`src/rtl/msm_bus_arbiter.sv`:
```
// Round-robin arbiter multiplexing NREQ requesters onto the single bus_translation
// request port, with a per-transaction completion timeout.
module msm_bus_arbiter #(
  parameter int NREQ      = 4,
  parameter int ADDR_W    = 32,
  parameter int PAYLOAD_W = 128,
  parameter int TIMEOUT   = 255
) (
  input  logic                       clk,
  input  logic                       rst_n,
  input  logic [NREQ-1:0]            req_go,
  input  logic [NREQ*ADDR_W-1:0]     req_addr,
  input  logic [NREQ*PAYLOAD_W-1:0]  req_wdata,
  input  logic [NREQ-1:0]            req_rw,
  output logic [NREQ-1:0]            req_done,
  output logic                       req_err,
  output logic [PAYLOAD_W-1:0]       req_rdata,
  output logic [$clog2(NREQ)-1:0]    grant,
  output logic                       busy,
  output logic                       bus_go,
  output logic [ADDR_W-1:0]          bus_addr,
  output logic [PAYLOAD_W-1:0]       bus_write,
  output logic                       bus_RW,
  input  logic                       bus_done,
  input  logic [PAYLOAD_W-1:0]       bus_rdData
);

  localparam int GW = $clog2(NREQ);

  localparam logic [1:0] IDLE  = 2'd0;
  localparam logic [1:0] ISSUE = 2'd1;
  localparam logic [1:0] WAIT  = 2'd2;

  logic [1:0]           state;
  logic [GW-1:0]        last;
  logic [15:0]          count;
  logic [15:0]          count_next;
  logic [GW-1:0]        pick;
  logic [ADDR_W-1:0]    pick_addr;
  logic [PAYLOAD_W-1:0] pick_wdata;
  logic                 pick_rw;
  logic                 found;
  int unsigned          idx;
  logic [NREQ-1:0]      done_vec;

  // Search last+1, last+2, ... so the previous winner ends up lowest priority.
  always_comb begin
    found      = 1'b0;
    idx        = 0;
    pick       = '0;
    pick_addr  = '0;
    pick_wdata = '0;
    pick_rw    = 1'b0;
    for (int unsigned k = 1; k <= NREQ; k++) begin
      idx = (32'(last) + k) % NREQ;
      if (!found && req_go[GW'(idx)]) begin
        found      = 1'b1;
        pick       = GW'(idx);
        pick_addr  = req_addr[idx*ADDR_W +: ADDR_W];
        pick_wdata = req_wdata[idx*PAYLOAD_W +: PAYLOAD_W];
        pick_rw    = req_rw[GW'(idx)];
      end
    end
  end

  assign count_next = count + 16'd1;
  assign done_vec   = NREQ'(1) << grant;
  assign busy       = (state != IDLE);

  always_ff @(posedge clk) begin
    if (!rst_n) begin
      state     <= IDLE;
      last      <= GW'(NREQ - 1);
      count     <= '0;
      grant     <= '0;
      bus_go    <= 1'b0;
      bus_addr  <= '0;
      bus_write <= '0;
      bus_RW    <= 1'b0;
      req_done  <= '0;
      req_err   <= 1'b0;
      req_rdata <= '0;
    end else begin
      bus_go   <= 1'b0;
      req_done <= '0;
      case (state)
        IDLE: begin
          if (|req_go) begin
            grant     <= pick;
            bus_addr  <= pick_addr;
            bus_write <= pick_wdata;
            bus_RW    <= pick_rw;
            bus_go    <= 1'b1;
            state     <= ISSUE;
          end
        end
        ISSUE: begin
          count <= '0;
          state <= WAIT;
        end
        WAIT: begin
          count <= count_next;
          // bus_done takes precedence over a timeout in the same cycle.
          if (bus_done) begin
            req_rdata <= bus_RW ? '0 : bus_rdData;
            req_err   <= 1'b0;
            req_done  <= done_vec;
            last      <= grant;
            state     <= IDLE;
          end else if (count_next == 16'(TIMEOUT)) begin
            req_rdata <= '0;
            req_err   <= 1'b1;
            req_done  <= done_vec;
            last      <= grant;
            state     <= IDLE;
          end
        end
        default: state <= IDLE;
      endcase
    end
  end

endmodule
```
`config.mk`:
```
export PLATFORM = sky130hd
export DESIGN_NAME = msm_bus_arbiter
export DESIGN_NICKNAME = d
export VERILOG_FILES = /design/src/rtl/msm_bus_arbiter.sv
export SDC_FILE = /design/constraint.sdc
export NUM_CORES = 1
export LEC_CHECK = 0
export ABC_AREA = 1
export CAP_MARGIN = 25
export CORE_AREA = 3 3 422 424
export CTS_BUF_LIST = sky130_fd_sc_hd__clkbuf_2 sky130_fd_sc_hd__clkbuf_4 sky130_fd_sc_hd__clkbuf_8
export CTS_CLUSTER_DIAMETER = 150
export DETAILED_ROUTE_END_ITERATION = 7
export DIE_AREA = 0 0 425 427
export GPL_TIMING_DRIVEN = 0
export PLACE_DENSITY = 0.38
export RECOVER_POWER = 50
export SKIP_LAST_GASP = 1
export SLEW_MARGIN = 10
export SYNTH_ARGS = -nofsm -noshare
export SYNTH_HDL_FRONTEND = slang
export SYNTH_SLANG_ARGS = --single-unit
```
`constraint.sdc`:
```
create_clock -name clk -period 2.25 [get_ports clk]
set_clock_uncertainty 0.15 [all_clocks]
set_input_delay 0.5625 -clock clk [delete_from_list [all_inputs] [get_ports clk]]
set_output_delay 0.5625 -clock clk [all_outputs]
set_load 0.02 [all_outputs]
```
==> metrics.md <==
| Metric | Value |
|---|---|
| Async set or reset register ratio after synthesis | 0% |
| Worst slew margin | 29.4% |
| Total number of vias | 43,502 |
| Max Freq | 386 MHz |
| Vias per inst | 4.62 |
| Routed Antenna Nets | 0 |
| Reg2Reg Launch Point | last[0] |
| Layout cells sized above 1 | 15.8% |
| R2r setup slk | -340 ps |
| Overflow after GRT | 0 |
| Post-Syn Instances | 5,656 |
| Synth top cells by count | 1,793 x nand2_1, 978 x nor2_1, 773 x o21ai_0, 337 x a21oi_1, 320 x mux2i_1 |
| Reg2reg end | bus_write[6] |
| Synth Register Bits | 317 |
| R2R depth | 13 |
| Synth Net Count | 6,441 |
| Slowest CP cell | o21ai_0 |
| Clk_lat worst skew | 820 ps |
| Final count of hold timing violations | 0 |
| CP top delay family | buffers and inverters |
| FP Rows | 153 |
| Sequential share of the synthesized area | 20.6% |
| Cell internal pwr | 0.0180 W |
| DRC viols | 0 |
| Min Tclk post-route | 2590 ps |
| CP most frequent cell | nand2_1 |
| CTS tree | yes |
| Initial DRC count | 3,282 |
| Status | finished, violations left |
| TritonCTS Buffers | 75 |
| WHS | 205 ps |
| Share of the synthesized area in the top cell type | 21.8% |
| Met1 usage | 31.0% |
| Hpwl dp | 186 mm |
| Max Buffers Root-to-Sink | 3 |
| Cell area power density | 619 nW/um^2 |
| DIE WIDTH | 425 microns |
| Grt met3 use | 4.12% |
| Worst path cell trace | buf_12, buf_8, buf_12, clkbuf_8, buf_2, o21ai_0, nor2_1, o21ai_0, nand2_1, nor2_1, nand2_1, nand2_1, a21oi_1 |
| Layout Utilization | 30.1% |
| Worst Hold Launch | bus_rdData[85] |
| Max_cap viols | 0 |
| H-tree levels | 3 |
| VDD IR max | 0.385 mV |
| Measured slew at the worst slew-check pin | 1060 ps |
| Critical-path maximum fanout | 10 |
| Failing checks | setup timing |
| Max Slew Vio Count | 0 |
| Main synth FF type | dfxtp_1 |
| Initial antenna violation count | 102 |
| First-pass GRT wire length | 325 mm |
| Critical Path Source Type | register |
| Hold Path Class | primary input to register |
| I/O Pins | 1,077 |
| CP Data Required Time | 2800 ps |
| Die Y | 427 microns |
| Vias in the first global route | 41,332 |
| CP Data Arrival Time | 3140 ps |
| Cts hold-fix bufs | 0 |
| Slowest stage delay, CP | 440 ps |
| Final setup margin | -339 ps |
| Hold Path Cell Cnt | 5 |
| Static Leak | 25.6 nW |
| I/O Buffers | 1,076 |
| Fin crit share | 115% |
| Initial Util | 17.7% |
| Routed Wire Length | 243 mm |
| Die Area | 181,000 sq um |
| Crit Path Class | register to register |
| Largest net degree at the start of global routing | 15 |
| Drt first pass iters | 6 |
| Cell variety after synth | 38 |
| Sw power | 0.0144 W |
| Ys Warns | 0 |
| Seq pwr share | 20.9% |
| GRT Total Usage | 25.1% |
| Filler Cell Count | 19,373 |
| Worst Path Buf+Inv | 5 |
| Sw Ratio | 44.4% |
| Routability cong. | 0.923 |
| Unrepaired setup endpoints after global routing | true |
| Clock-pin transition on the worst setup and hold timing paths | 60 ps |
| CTS Sinks | 317 |
| Part of the power in the clock network | 25.3% |
| Combinational fraction of design power | 53.8% |
| GR Util met2 | 42.5% |
| Ranking of synthesized cells by area | nand2_1 22%, dfxtp_1 21%, o21ai_0 13% |
| Core area | 174,000 sq um |
| GRT Max-Usage Layer | met2 |
| Syn-to-layout area delta | 69.7% |
| Count leader, synth | nand2_1 |
| Drt wl/cell | 25.8 microns |
| CP endpoint kind | register |
| Number of flops mapped to enable cells by yosys | 0 |
| Hold Path End | req_rdata[85] |
| Cell area after synthesis | 30,900 sq um |
| Clk root buf | clkbuf_8 |
| Final-report setup violation count | 482 |
| Layout Nets | 7,754 |
| Synth area leader | nand2_1 |
| Average size of a mapped cell | 5.46 sq um |
## cells by family (layout without fill, tap and decap cells)
family                   after synthesis  in the layout  share of synthesized area, %
other                                  0             67                             0
buffers and inverters                737           2108                          9.79
XOR/XNOR                               2              2                        0.0567
flip-flops                           317            317                          20.6
AO/OA/AOI/OAI                       1174           1174                          19.1
multiplexers                         320            320                          10.4
AND/OR/NAND/NOR                     3100           3101                          39.8
adder cells (fa/ha/maj)                6              6                         0.243
## registers in the layout, indices dropped and copies added, names as in the netlist
| signal | cells |
|---|---|
| bus_RW | 1 |
| bus_addr | 32 |
| bus_go | 1 |
| bus_write | 128 |
| count | 16 |
| grant | 2 |
| last | 2 |
| req_done | 4 |
| req_err | 1 |
| req_rdata | 128 |
| state | 2 |
## worst max-delay path by stage
stage                         start              to  slack, ps  cells after the start
after floorplan            count[1]  req_rdata[121]         10                     16
after detailed placement    last[1]    bus_addr[29]      -1990                     15
after CTS                  count[1]   req_rdata[58]       -330                     16
after global routing        last[0]  bus_write[117]       -420                     16
after global placement    req_go[1]    bus_addr[24]      -3790                      8
final                       last[0]    bus_write[6]       -340                     13
## final cells by class
cell class	instances	area (sq um)	share of cell area, %
tap	2325	2910	5.55
timing repair inverter	1	11.3	0.0215
sequential	317	6360	12.1
timing repair buffer	1242	13300	25.4
clock buffer	115	1430	2.72
clock inverter	21	304	0.580
antenna	67	168	0.320
inverter	303	1180	2.25
multi-input combinational	4603	22900	43.6
buffer	426	3880	7.40
## through the flow
stage | setup TNS, ps | cell area, sq um | worst slack, ps | instances | total power [W]
3_5_place_dp | -367680 | 44800 | -1990 | 9067 | 0.0217
3_3_place_gp | -593960 | 44600 | -3790 | 9057 | 0.0216
5_1_grt | -144600 | 52400 | -417 | 9405 | 0.0344
4_1_cts | -124620 | 50100 | -334 | 9300 | 0.0318
2_1_floorplan | 0 | 30900 | 13.9 | 5656 | 0.0144
6_report | -72950 | 52400 | -339 | 9420 | 0.0324
## worst register-to-register path, cell delays in order, from the launching register on
cell,delay (ps)
dfxtp_4,360
buf_12,160
buf_8,140
buf_12,130
clkbuf_8,220
buf_2,250
o21ai_0,440
nor2_1,70
o21ai_0,200
nand2_1,70
nor2_1,120
nand2_1,70
nand2_1,60
a21oi_1,60
## cell usage in the layout, fill, tap and decap left out, types with 38 or more instances in the layout
cell type,n
a21oi_2,74
buf_4,73
dfxtp_1,309
diode_2,67
nand3_1,119
clkdlybuf4s50_1,833
buf_8,41
buf_12,64
nand2_1,1756
clkbuf_8,109
clkbuf_1,86
dlygate4sd2_1,240
clkbuf_16,38
o21ai_1,95
buf_6,76
or2_2,158
inv_1,291
nor2_1,962
clkbuf_2,93
clkbuf_4,59
o21ai_0,645
a21oi_1,259
o21ai_2,75
mux2i_1,286
## routing by layer
| layer | share of wire (%) | vias to the layer above |
|---|---|---|
| met5 | 0.033 | - |
| met4 | 4.7 | 14 |
| met3 | 5.7 | 396 |
| met2 | 48 | 1687 |
| met1 | 42 | 20558 |
| li1 | - | 20847 |
## power groups by stage
stage | Sequential, W | Clock (W) | Combinational, W
final | 0.00677 | 0.00820 | 0.0175
after global routing | 0.00685 | 0.00869 | 0.0188
after CTS | 0.00678 | 0.00853 | 0.0165
after detailed placement | 0.00690 | 0 | 0.0148
after global placement | 0.00689 | 0 | 0.0147
after floorplan | 0.00758 | 0 | 0.00683
## timing repair
item,in CTS,in global routing
cloned,33,25
endpoints found under the setup margin,599,609
pin swaps,102,134
setup buffers,65,40
gates resized for setup,1028,548
Note: power is estimated with default switching activity, not from simulation.
